==> src/rtl/add4_arb_pkg.sv <==
// Shared definitions for the add4_arbiter slice: FSM state encoding and the
// round-robin pick helper.
package add4_arb_pkg;

   localparam logic [1:0] S_IDLE = 2'd0;
   localparam logic [1:0] S_BUSY = 2'd1;
   localparam logic [1:0] S_DONE = 2'd2;

   typedef enum logic [1:0] {
      ST_IDLE = S_IDLE,
      ST_BUSY = S_BUSY,
      ST_DONE = S_DONE
   } arb_state_e;

   // First set bit of valid at or after ptr, wrapping within nreq (<= 8) requesters.
   function automatic logic [2:0] rr_pick(input logic [7:0] valid,
                                          input logic [2:0] ptr,
                                          input int         nreq);
      logic [2:0] pick;
      int         idx;
      pick = '0;
      for (int i = 7; i >= 0; i--) begin
         if (i < nreq) begin
            idx = (int'(ptr) + i) % nreq;
            if (valid[3'(idx)]) pick = 3'(idx);
         end
      end
      return pick;
   endfunction

endpackage

==> src/rtl/add4_arbiter_sum4_pipe.sv <==
// Registered 4-operand adder, ADD_LAT stages deep, with synchronous clear.
// The first stage captures the sum only on load; later stages shift freely.
module sum4_pipe #(
   parameter int DW      = 14,
   parameter int ADD_LAT = 1
) (
   input  logic            clk,
   input  logic            rst,
   input  logic            load,
   input  logic [4*DW-1:0] ops,
   output logic [DW+1:0]   sum
);

   logic [DW+1:0] stage [ADD_LAT];
   logic [DW+1:0] sum_comb;

   always_comb begin
      sum_comb = {2'b00, ops[0*DW +: DW]} + {2'b00, ops[1*DW +: DW]}
               + {2'b00, ops[2*DW +: DW]} + {2'b00, ops[3*DW +: DW]};
   end

   always_ff @(posedge clk) begin
      if (rst) begin
         for (int i = 0; i < ADD_LAT; i++) stage[i] <= '0;
      end else begin
         stage[0] <= load ? sum_comb : '0;
         for (int i = 1; i < ADD_LAT; i++) stage[i] <= stage[i-1];
      end
   end

   assign sum = stage[ADD_LAT-1];

endmodule

==> src/rtl/add4_arbiter.sv <==
// Round-robin arbiter sharing one pipelined 4-operand adder among NREQ requesters.
// Optional per-requester grant counters when ADD4_ARB_STATS_EN is defined.
//
// state | meaning
// IDLE  | waiting for a request; req_ready offers the round-robin winner
// BUSY  | operands in the adder, lat_cnt counting down the pipeline
// DONE  | rsp_valid high, result held until the consumer accepts
module add4_arbiter
   import add4_arb_pkg::*;
#(
   parameter int NREQ    = 4,
   parameter int DW      = 14,
   parameter int ADD_LAT = 1,
   localparam int IDW    = $clog2(NREQ)
) (
   input  logic                 clk,
   input  logic                 rst,
   input  logic [NREQ-1:0]      req_valid,
   input  logic [NREQ*4*DW-1:0] req_data,
   output logic [NREQ-1:0]      req_ready,
   output logic                 rsp_valid,
   input  logic                 rsp_ready,
   output logic [IDW-1:0]       rsp_id,
   output logic [DW+1:0]        rsp_sum,
   output logic                 busy
`ifdef ADD4_ARB_STATS_EN
   ,
   output logic [NREQ*16-1:0]   grant_cnt
`endif
);

   localparam int OPW = 4*DW;

   arb_state_e    state;
   logic [IDW-1:0] ptr;
   logic [IDW-1:0] winner;
   logic [IDW-1:0] id_q;
   logic [1:0]     lat_cnt;
   logic [7:0]     valid_ext;
   logic           grant;
   logic [OPW-1:0] win_ops;
   logic [DW+1:0]  pipe_sum;

   always_comb begin
      valid_ext = '0;
      valid_ext[NREQ-1:0] = req_valid;
   end

   assign winner  = IDW'(rr_pick(valid_ext, 3'(ptr), NREQ));
   assign grant   = (state == ST_IDLE) && (|req_valid);
   assign win_ops = OPW'(req_data >> (winner * OPW));

   always_comb begin
      req_ready = '0;
      if (grant) req_ready[winner] = 1'b1;
   end

   sum4_pipe #(.DW(DW), .ADD_LAT(ADD_LAT)) u_sum4_pipe (
      .clk  (clk),
      .rst  (rst),
      .load (grant),
      .ops  (win_ops),
      .sum  (pipe_sum)
   );

   always_ff @(posedge clk) begin
      if (rst) begin
         state     <= ST_IDLE;
         ptr       <= '0;
         id_q      <= '0;
         lat_cnt   <= '0;
         rsp_sum   <= '0;
         rsp_id    <= '0;
         rsp_valid <= 1'b0;
         busy      <= 1'b0;
      end else begin
         case (state)
            ST_IDLE: begin
               if (grant) begin
                  id_q    <= winner;
                  ptr     <= (winner == IDW'(NREQ-1)) ? '0 : winner + 1'b1;
                  lat_cnt <= 2'(ADD_LAT-1);
                  busy    <= 1'b1;
                  state   <= ST_BUSY;
               end
            end
            ST_BUSY: begin
               if (lat_cnt == 2'd0) begin
                  rsp_sum   <= pipe_sum;
                  rsp_id    <= id_q;
                  rsp_valid <= 1'b1;
                  state     <= ST_DONE;
               end else begin
                  lat_cnt <= lat_cnt - 2'd1;
               end
            end
            ST_DONE: begin
               if (rsp_ready) begin
                  rsp_valid <= 1'b0;
                  busy      <= 1'b0;
                  state     <= ST_IDLE;
               end
            end
            default: begin
               state <= ST_IDLE;
            end
         endcase
      end
   end

`ifdef ADD4_ARB_STATS_EN
   // Saturating per-requester handshake counters.
   always_ff @(posedge clk) begin
      if (rst) begin
         grant_cnt <= '0;
      end else begin
         for (int i = 0; i < NREQ; i++) begin
            if (req_valid[i] && req_ready[i] && grant_cnt[i*16 +: 16] != 16'hFFFF)
               grant_cnt[i*16 +: 16] <= grant_cnt[i*16 +: 16] + 16'd1;
         end
      end
   end
`endif

endmodule

==> config.mk <==
export PLATFORM = sky130hd
export DESIGN_NAME = add4_arbiter
export DESIGN_NICKNAME = d
export VERILOG_FILES = /design/src/rtl/add4_arb_pkg.sv /design/src/rtl/add4_arbiter_sum4_pipe.sv /design/src/rtl/add4_arbiter.sv
export SDC_FILE = /design/constraint.sdc
export NUM_CORES = 1
export LEC_CHECK = 0
export CAP_MARGIN = 20
export CORE_MARGIN = 2
export CORE_UTILIZATION = 25
export CTS_CLUSTER_DIAMETER = 40
export DETAILED_ROUTE_END_ITERATION = 6
export DONT_BUFFER_PORTS = 1
export PLACE_DENSITY = 0.38
export SLEW_MARGIN = 10
export SYNTH_ARGS = -nofsm -noshare
export SYNTH_HDL_FRONTEND = slang
export SYNTH_SLANG_ARGS = --single-unit
==> constraint.sdc <==
create_clock -name clk -period 7.14 [get_ports clk]
set_input_delay 1.428 -clock clk [delete_from_list [all_inputs] [get_ports clk]]
set_output_delay 1.428 -clock clk [all_outputs]
set_load 0.05 [all_outputs]
==> After elaboration in Yosys (flattened, before gate mapping) <==
Memory sizes are Yosys's and may differ from the RTL's. A register that Yosys moved wholly into a read port is not among the register bits.
Cells that the tools add are included.
{ "totals": {"register_bits": 12, "ram_bits": 16, "input_bits": 231, "out_inout_bits": 24, "wordCells": 89, "mem_count": 1} }
{ "mem_list": {"columns": ["memory", "words", "width", "rd", "rd_ports_with_merged_regs", "write_ports", "line_no", "text"], "rows": [
  ["u_sum4_pipe.stage", 1, 16, 1, 1, 1, "add4_arbiter_sum4_pipe.sv:14", "logic [DW+1:0] stage [ADD_LAT];"]
]} }
{ "op_classes": {"n_addsub": 8, "n_mul": 1, "n_lt_le_gt_ge": 6, "n_eq_ne": 7, "n_shift": 1, "muxes": 37, "bitwise": 3, "reduce_logical": 18} }
{ "op_table": {"columns": ["cell", "count"], "rows": [
  ["$shr A224 B8 Y56", 1],
  ["$add A16 B14 Y16", 2],
  ["$mux W16", 2],
  ["$mux W2", 10],
  ["$reduce_or A16 Y1", 1],
  ["$add A14 B14 Y15", 1],
  ["$lt A3 B5 Y1 const B", 3],
  ["$mux W1", 15],
  ["$reduce_and A3 Y1", 4],
  ["$bmux W1 S3", 3],
  ["$ne A2 B2 Y1 const B", 3],
  ["$pmux W2 S3", 1],
  ["$reduce_bool A2 Y1", 3],
  ["$reduce_or A2 Y1", 3],
  ["$mul A2 B3 Y5 const B", 1],
  ["$add A2 B1 Y2 const B", 2],
  ["$add A2 B2 Y2 const B", 2],
  ["$eq A2 B2 Y1 const B", 2],
  ["$logic_not A2 Y1", 2],
  ["$lt A2 B4 Y1 const B", 1],
  ["$mux W4", 1],
  ["$pmux W1 S2", 2],
  ["$pmux W2 S2", 1],
  ["$reduce_and A2 Y1", 2],
  ["other kinds (10)", 13]
]} }

==> Depth between registers and ports, before layout <==
Gate-level depths: netlist of the first run.
{ "depth": {"depth_word": 17, "depth_mapped": 25, "ltp_nobuf": 23} }

==> By module <==
From an unflattened synthesis of the first run, not the netlist that was laid out.
{ "unflattened": {"hier_cells": 555, "hier_area_um2": 4892.2} }
{ "modules_own_cells": {"columns": ["module", "instances", "cells_each", "area_per_inst_um2"], "rows": [
  ["add4_arbiter", 1, 335, 2959.1],
  ["sum4_pipe", 1, 220, 1933.1]
]} }

==> Worst setup path before layout of the first run <==
Ideal clock, no wire load.
{ "synth_path": {"kind": "in2reg", "start": "input port req_valid[0]", "end": "memory u_sum4_pipe.stage[0][15] (netlist name)", "setup_ps": 124, "arrival_time_ps": 5689, "path_slack_ps": 1327, "cell_stages": 23, "n_path_buf": 2, "path_cell_list": "a21oi_1 -> o21a_1 -> o22ai_2 -> inv_2 -> buf_2 -> buf_1 -> nand2_1 -> a31oi_1 -> ha_1 -> fa_1 -> a31o_2 -> o21ai_0 -> nand2b_1 -> xnor2_1 -> fa_1 -> inv_1 -> ha_1 -> a211oi_1 -> nor2_1 -> a2111oi_2 -> nor3_1 -> nor4_1 -> nor3_1"} }
{ "synth_between": {"elab_chain_len": 14} }
{ "synth_lines": {"columns": ["element", "line_no", "text"], "rows": [
  ["start: declaration", "add4_arbiter.sv:18", "input logic [NREQ-1:0] req_valid,"],
  ["$bmux W1 S3", "add4_arb_pkg.sv:25", "if (valid[3'(idx)]) pick = 3'(idx);"],
  ["$mux W1 (implied by the code) (2 in a row)", "add4_arb_pkg.sv:25", null],
  ["$mux W2 (4 in a row)", "add4_arb_pkg.sv:25", null],
  ["$mul A2 B3 Y5", "add4_arbiter.sv:51", "assign win_ops = OPW'(req_data >> (winner * OPW));"],
  ["$shr A224 B8 Y56", "add4_arbiter.sv:51", null],
  ["$add A14 B14 Y15", "add4_arbiter_sum4_pipe.sv:18", "sum_comb = {2'b00, ops[0*DW +: DW]} + {2'b00, ops[1*DW +: DW]}"],
  ["$add A16 B14 Y16 (2 in a row)", "add4_arbiter_sum4_pipe.sv:19", "+ {2'b00, ops[2*DW +: DW]} + {2'b00, ops[3*DW +: DW]};"],
  ["$mux W16 *", "add4_arbiter_sum4_pipe.sv:26", "stage[0] <= load ? sum_comb : '0;"],
  ["$mux W16 (no source line) *", null, null],
  ["end: declaration", "add4_arbiter_sum4_pipe.sv:14", null]
]} }
Mark *: on every way between the ends. The rest lies on a longest branch, timed or not. The select of a mux whose other input is x is not followed.

==> Final worst setup path of the first run <==
{ "layout_path": {"start": "input port req_valid[0]", "end": "memory u_sum4_pipe.stage[0][14] (netlist name)"} }
Same word-level chain as after synthesis.

==> flow_summary.ini, run 1 <==
[timing]
worst_slack_ps = 651.5
setup_viol_count_final = 0
max_freq_mhz = 154.1
hold_viol_final = 0
grt_setup_unrepaired = no
worst_clk_skew_ps = 3.144
layout_min_cycle_time_ps = 6489
finalCritPeriodShare = 0.9088
maxSlewHeadroom = 0.5543
worst_pin_slew_ps = 668.6
number_of_pins_exceeding_their_max_slew_limit_in_the_final_report = 0
timing.setup.tns_ps = 0
fin_worst_hold_slack_ps = 435.7

[clocking]
clock_latency_on_the_worst_skew_pair_ps = 280
clock_sink_count = 44
ctsHtreeMaxLevel = 2
number_of_buffers_created_by_cts = 5
postCtsResizedCells = 0
cts_tree = done
postCtsSetupRepairBufs = 0
clkTransAtPathRegs_ps = 60
clock_buffer_depth = 2
hold_buffers = 0
clockRootBuffer = sky130_fd_sc_hd__clkbuf_16

[place]
place_worst_setup_slack_ps = 346.6
place.gp.congestion = 0.9179
dp_hpwl_mm = 14.28
io_buffers = 0
placed_cells_incl_taps = 1006

[setup_path]
timing_worst_setup_path_type = primary input to flop
worst_ep_required_time_ps = 7280
regToRegStartpoint = ptr[1]
worst-path-max-fanout = 73
reg2reg_setup_slack_ps = 1230
critPathCaptureType = flop
worstRegToRegCells = 23
worst_r2r_dst = u_sum4_pipe.stage[0][14]
critPathLaunchType = primary input
critical_path_arrival_ps = 6630

[grt]
grt.overflow.total = 0
maximum_number_of_pins_on_one_net_before_global_route_repair = 74
antenna_found_initial = 0
first_pass_grt_wire_length_mm = 25.29
gr-usage-all-layers = 0.1567
grt_pass1_vias = 4783

[synthesis]
ys_warn_count = 0
dominantRegCellSynth = sky130_fd_sc_hd__dfxtp_1
synth-edff-count = 0
mappedNetlistNets = 1059
async_reset_ff_frac = 0
synth_sequential_area_ratio = 0.1796
postSynthCellCount = 779
yosys_register_bits = 44
mappedNetlistArea_um2 = 4903
post_synthesis_cell_type_count = 52
syn_avg_cell_area_um2 = 6.295

[worst_hold_path]
min-delay-start = u_sum4_pipe.stage[0][6]
hold_class = flop to flop
hold-path-endpoint = rsp_sum[6]
worst_hold_path.num_cells = 2

[final_layout]
layoutNonFillerInstCount = 1015
end_of_flow_core_utilization = 0.2741
antenna_cells_inserted = 0
synthToLayoutAreaGrowth_pct = 8.063
fraction_of_final_layout_cells_with_drive_strength_greater_than_1 = 0.03600
num-nets-final = 1029

[floorplan]
start_util = 0.2536
fp.coreArea_um2 = 19330
io_pins = 255
die_outline_width_um = 144.1
die-area_um2 = 20750
chipHeight_um = 144.1
row_count = 51

[route]
first_pass_iters = 5
wl_per_cell_um = 16.60
detail_route.vias_per_cell = 4.987
number_of_vias_in_the_routed_layout = 5062
count_of_unresolved_drc_violations_after_routing = 0
number_of_drc_violations_after_detailed_routing_iteration_0 = 278
postRouteAntennaNets = 0
drt-total-wl_mm = 16.85

[pwr]
vdd.ir_drop.worst_uv = 330.1
power_density_nw_per_um2 = 620.2
p_leak_nw = 2.382

[flow_run]
maxCapViolations = 0

[status]
status = completed
==> cell usage in the layout, fill, tap and decap left out, drive strengths merged, types with 2 or more instances in the layout <==
master     n
a211oi     4
ha        33
nor4       2
nor2      35
dfxtp     44
xnor2     11
mux2i      4
nand3     30
or3        3
o21a       4
nor3b      2
o21ai     39
and2       5
a2111oi    2
clkbuf     6
nor2b      5
fa        16
nand2b     4
o22a       2
and3      34
or2        2
clkinv     2
a31oi     33
a21o       7
nor3      11
o41ai      2
a21oi     43
inv       33
nand2    299
buf       10
xor2       7
==> cell type report <==
cell class | count | area (µm²)
Clock buffer | 6 | 138.9
Timing Repair Buffer | 10 | 75.07
Clock inverter | 2 | 38.79
Tap cell | 265 | 331.6
Sequential cell | 44 | 880.8
Fill cell | 2195 | 14040
Inverter | 34 | 128.9
Multi-Input combinational cell | 654 | 3705
==> layer usage <==
layer	track usage	up-vias	part of all wire
met3	0.01788	21	0.066
li1	-	2540	-
met1	0.2007	2293	0.42
met4	0.03870	0	0.017
met5	0	-	0
met2	0.2802	208	0.50
==> cell families (layout without fill, tap and decap cells) <==
logic type | Yosys count | count (layout) | synth area share
AND/OR/NAND/NOR | 436 | 436 | 0.3779
adder cells (fa/ha/maj) | 49 | 49 | 0.1495
AO/OA/AOI/OAI | 147 | 147 | 0.1850
buffers and inverters | 81 | 52 | 0.06762
XOR/XNOR | 18 | 18 | 0.03215
multiplexers | 4 | 4 | 0.008166
flip-flops | 44 | 44 | 0.1796
==> state kept, by name (all words and copies together) (netlist names) <==
register	flops
rsp_valid	1
u_sum4_pipe.stage	16
busy	1
id_q	2
lat_cnt	2
rsp_sum	16
state	2
rsp_id	2
ptr	2
==> synth_stat cells, types with 2 or more instances <==
master                     instances  area, µm²
sky130_fd_sc_hd__a211oi_1          4      30.03
sky130_fd_sc_hd__a21o_1            7      52.55
sky130_fd_sc_hd__a21oi_1          43      215.2
sky130_fd_sc_hd__a31oi_1          33      206.5
sky130_fd_sc_hd__and2_1            5      31.28
sky130_fd_sc_hd__and3_1           34      212.7
sky130_fd_sc_hd__buf_1             3      11.26
sky130_fd_sc_hd__buf_2            13      65.06
sky130_fd_sc_hd__clkbuf_1         29      108.9
sky130_fd_sc_hd__dfxtp_1          44      880.8
sky130_fd_sc_hd__fa_1             16      320.3
sky130_fd_sc_hd__ha_1             33      412.9
sky130_fd_sc_hd__inv_1            33      123.9
sky130_fd_sc_hd__mux2i_1           4      40.04
sky130_fd_sc_hd__nand2_1         299       1122
sky130_fd_sc_hd__nand2b_1          4      25.02
sky130_fd_sc_hd__nand3_1          30      150.1
sky130_fd_sc_hd__nor2_1           35      131.4
sky130_fd_sc_hd__nor2b_1           5      31.28
sky130_fd_sc_hd__nor3_1           10      50.05
sky130_fd_sc_hd__nor3b_1           2      15.01
sky130_fd_sc_hd__nor4_1            2      12.51
sky130_fd_sc_hd__o21a_1            4      30.03
sky130_fd_sc_hd__o21ai_0          38      190.2
sky130_fd_sc_hd__o22a_1            2      17.52
sky130_fd_sc_hd__o41ai_1           2      17.52
sky130_fd_sc_hd__or2_2             2      12.51
sky130_fd_sc_hd__or3_1             3      18.77
sky130_fd_sc_hd__xnor2_1          11      96.34
sky130_fd_sc_hd__xor2_1            7      61.31
==> worst max-delay path, stage by stage <==
cell,delay [ps]
sky130_fd_sc_hd__a21oi_1,50
sky130_fd_sc_hd__o21a_1,210
sky130_fd_sc_hd__o22ai_4,230
sky130_fd_sc_hd__buf_4,580
sky130_fd_sc_hd__buf_4,510
sky130_fd_sc_hd__nand2_1,90
sky130_fd_sc_hd__and3_1,170
sky130_fd_sc_hd__a31oi_1,200
sky130_fd_sc_hd__ha_1,310
sky130_fd_sc_hd__nand2_1,70
sky130_fd_sc_hd__o21ai_0,350
sky130_fd_sc_hd__nor3_1,80
sky130_fd_sc_hd__a21oi_1,190
sky130_fd_sc_hd__xnor2_1,120
sky130_fd_sc_hd__fa_1,540
sky130_fd_sc_hd__inv_1,40
sky130_fd_sc_hd__ha_1,360
sky130_fd_sc_hd__a21oi_1,270
sky130_fd_sc_hd__nor2_1,140
sky130_fd_sc_hd__a211oi_1,220
sky130_fd_sc_hd__nor3_1,60
sky130_fd_sc_hd__a311oi_1,260
sky130_fd_sc_hd__o41ai_1,120
==> where the power goes <==
part           switching [mW]  internal [mW]  leakage, nW
sequential             0.0508          0.296        0.360
combinational            1.60           1.07         1.94
clock                  0.0902          0.175       0.0871
total                    1.74           1.54         2.38
==> stage by stage <==
stage	power (mW)	area, µm²
3_3_place_gp	2.998	5114
3_5_place_dp	3.002	5114
4_1_cts	3.286	5291
2_1_floorplan	2.399	4903
5_1_grt	3.647	5299
6_report	3.286	5299
==> worst max-delay path by stage <==
stage	slack, ps	to	from	depth (start not counted)
after floorplan	1330	u_sum4_pipe.stage[0][15]	req_valid[0]	23
after global placement	410	u_sum4_pipe.stage[0][14]	req_valid[0]	23
after detailed placement	350	u_sum4_pipe.stage[0][14]	req_valid[0]	23
after CTS	640	u_sum4_pipe.stage[0][14]	req_valid[0]	23
after global routing	70	u_sum4_pipe.stage[0][14]	req_valid[0]	23
final	650	u_sum4_pipe.stage[0][14]	req_valid[0]	23
Power figures use the tool's default switching activity.
==> run 2: changes to the inputs <==
--- a/config.mk
+++ b/config.mk
@@ -8,10 +8,12 @@
 export CAP_MARGIN = 20
 export CORE_MARGIN = 2
 export CORE_UTILIZATION = 25
+export CTS_BUF_LIST = sky130_fd_sc_hd__clkbuf_8
 export CTS_CLUSTER_DIAMETER = 40
 export DETAILED_ROUTE_END_ITERATION = 6
 export DONT_BUFFER_PORTS = 1
 export PLACE_DENSITY = 0.38
+export SKIP_CTS_REPAIR_TIMING = 1
 export SLEW_MARGIN = 10
 export SYNTH_ARGS = -nofsm -noshare
 export SYNTH_HDL_FRONTEND = slang
==> constraint.sdc (replaced) <==
create_clock -name clk -period 6.4 [get_ports clk]
set_input_delay 1.28 -clock clk [delete_from_list [all_inputs] [get_ports clk]]
set_output_delay 1.28 -clock clk [all_outputs]
set_load 0.05 [all_outputs]
==> flow_summary.ini, run 2 (synthesis results as in run 1) <==
[status]
status = completed

[final_layout]
finished_layout_cell_area_um2 = 5298
antenna_cells_inserted = 0
largest_registers = rsp_sum (16), u_sum4_pipe.stage (16)
mostFrequentLayoutCells = 299 x sky130_fd_sc_hd__nand2_1, 44 x sky130_fd_sc_hd__dfxtp_1, 43 x sky130_fd_sc_hd__a21oi_1, 38 x sky130_fd_sc_hd__o21ai_0, 35 x sky130_fd_sc_hd__nor2_1
n_fill_cell = 2195
num-nets-final = 1033
synthToLayoutAreaGrowth_pct = 8.038
end_of_flow_core_utilization = 0.2740
mostFrequentLayoutCell = sky130_fd_sc_hd__nand2_1
fraction_of_final_layout_cells_with_drive_strength_greater_than_1 = 0.04111

[route]
first_pass_iters = 4
drt-total-wl_mm = 16.52
number_of_vias_in_the_routed_layout = 4996
wl_per_cell_um = 16.21
count_of_unresolved_drc_violations_after_routing = 0
number_of_drc_violations_after_detailed_routing_iteration_0 = 187
postRouteAntennaNets = 0
detail_route.vias_per_cell = 4.903

[setup_path]
critical-path-slowest-cell = sky130_fd_sc_hd__fa_1
timing_worst_setup_path_type = primary input to flop
regToRegStartpoint = ptr[1]
timing.critical_path.slowest_cell_delay_ps = 540
worstPathCellList = a21oi_1 -> o21a_1 -> o22ai_4 -> buf_12 -> nand2_1 -> and3_1 -> a31oi_1 -> ha_1 -> a21o_1 -> a21oi_1 -> a21boi_0 -> o21ai_0 -> nand2b_1 -> xnor2_1 -> fa_1 -> inv_1 -> ha_1 -> o21ai_0 -> nor2_1 -> a2111oi_2 -> nor3_1 -> nor4_1 -> nor3_1
worst-path-max-fanout = 70
critPathLaunchType = primary input
worst_ep_required_time_ps = 6550
crit_start = req_valid[0]
critPathCaptureType = flop
critical_path_arrival_ps = 5960

[timing]
hold_viol_final = 0
grt_setup_unrepaired = no
fin_worst_hold_slack_ps = 431.3
maxSlewHeadroom = 0.5469
max_freq_mhz = 172.0
finalCritPeriodShare = 0.9086
worst_clk_skew_ps = 5.638
layout_min_cycle_time_ps = 5815
setup_viol_count_final = 0
number_of_pins_exceeding_their_max_slew_limit_in_the_final_report = 0
worst_pin_slew_ps = 679.7
timing.setup.tns_ps = 0

[clocking]
clkTransAtPathRegs_ps = 80
ctsHtreeMaxLevel = 2
number_of_buffers_created_by_cts = 5
clockRootBuffer = sky130_fd_sc_hd__clkbuf_8
clock_latency_on_the_worst_skew_pair_ps = 290
clock_sink_count = 44
clock_buffer_depth = 2
cts_tree = done

[floorplan]
row_count = 51
die-area_um2 = 20750
fp.coreArea_um2 = 19330
chipHeight_um = 144.1
die_outline_width_um = 144.1
io_pins = 255
start_util = 0.2536

[place]
place.gp.congestion = 0.8524
io_buffers = 0
placedInstanceArea_um2 = 5169
dp_hpwl_mm = 13.80

[grt]
first_pass_grt_wire_length_mm = 24.66
grt.overflow.total = 0
grt_pass1_vias = 4746
gr-usage-all-layers = 0.1526
maximum_number_of_pins_on_one_net_before_global_route_repair = 71
antenna_found_initial = 0

[pwr]
p_leak_nw = 2.386
vdd.ir_drop.worst_uv = 263.4
power_density_nw_per_um2 = 676.2

[worst_hold_path]
min-delay-start = u_sum4_pipe.stage[0][5]
hold_class = flop to flop

[flow_run]
maxCapViolations = 0
==> run 2: cell types whose count changed in the layout (fill, tap and decap cells not counted), sizes merged <==
cell / before / now
buf: 10 / 14
==> run 2: metal layers <==
metal,GRT usage,routed length (µm)
met4,0.03354,259
met1,0.2084,7479
met2,0.2581,7810
met5,0,0
met3,0.01854,973
==> run 2: layout make-up <==
class / count / area [µm²] / area share
clock buffer: 6 / 82.58 / 0.01559
clock inverter: 2 / 38.79 / 0.007322
inverter: 34 / 128.9 / 0.02433
multi-input combinational: 654 / 3705 / 0.6993
sequential: 44 / 880.8 / 0.1663
tap: 265 / 331.6 / 0.06259
timing repair buffer: 14 / 130.1 / 0.02456
==> run 2: worst paths after layout <==
kind,end,slack (ps),cells past startpoint
hold / removal,rsp_sum[5],430,2
hold reg to reg,rsp_sum[5],430,2
setup / recovery,u_sum4_pipe.stage[0][15],590,23
setup reg to reg,u_sum4_pipe.stage[0][15],1020,23
==> run 2: worst max-delay path, delay by kind of cell <==
kind            cells  cell delay (ps)
fa+ha+maj           3             1220
compound gates     10             2060
simple gates        7              810
xor+xnor            1              170
buf+inv             2              330
==> run 2: per-stage QoR <==
stage | cells | total power, mW | worst slack [ps]
global route | 1019 | 3.999 | 154.8
CTS | 1018 | 3.597 | 550.5
floorplan | 779 | 2.676 | 734.8
finish | 1019 | 3.582 | 585.1
detailed placement | 1010 | 3.357 | 251.0
global placement | 1010 | 3.367 | 335.5
==> run 2: power breakdown <==
| group | total, mW | leakage (nW) | internal (mW) | switching (mW) |
|---|---|---|---|---|
| combinational | 2.98 | 1.96 | 1.21 | 1.77 |
| clock | 0.221 | 0.0614 | 0.128 | 0.0933 |
| sequential | 0.385 | 0.360 | 0.330 | 0.0553 |
==> run 3: changes to the inputs <==
--- a/config.mk
+++ b/config.mk
@@ -10,6 +10,7 @@
 export CORE_UTILIZATION = 25
 export CTS_BUF_LIST = sky130_fd_sc_hd__clkbuf_8
 export CTS_CLUSTER_DIAMETER = 40
+export CTS_CLUSTER_SIZE = 12
 export DETAILED_ROUTE_END_ITERATION = 6
 export DONT_BUFFER_PORTS = 1
 export PLACE_DENSITY = 0.38
==> results of run 3 <==
The final DEF is identical to that of run 2; final timing and power are the same.
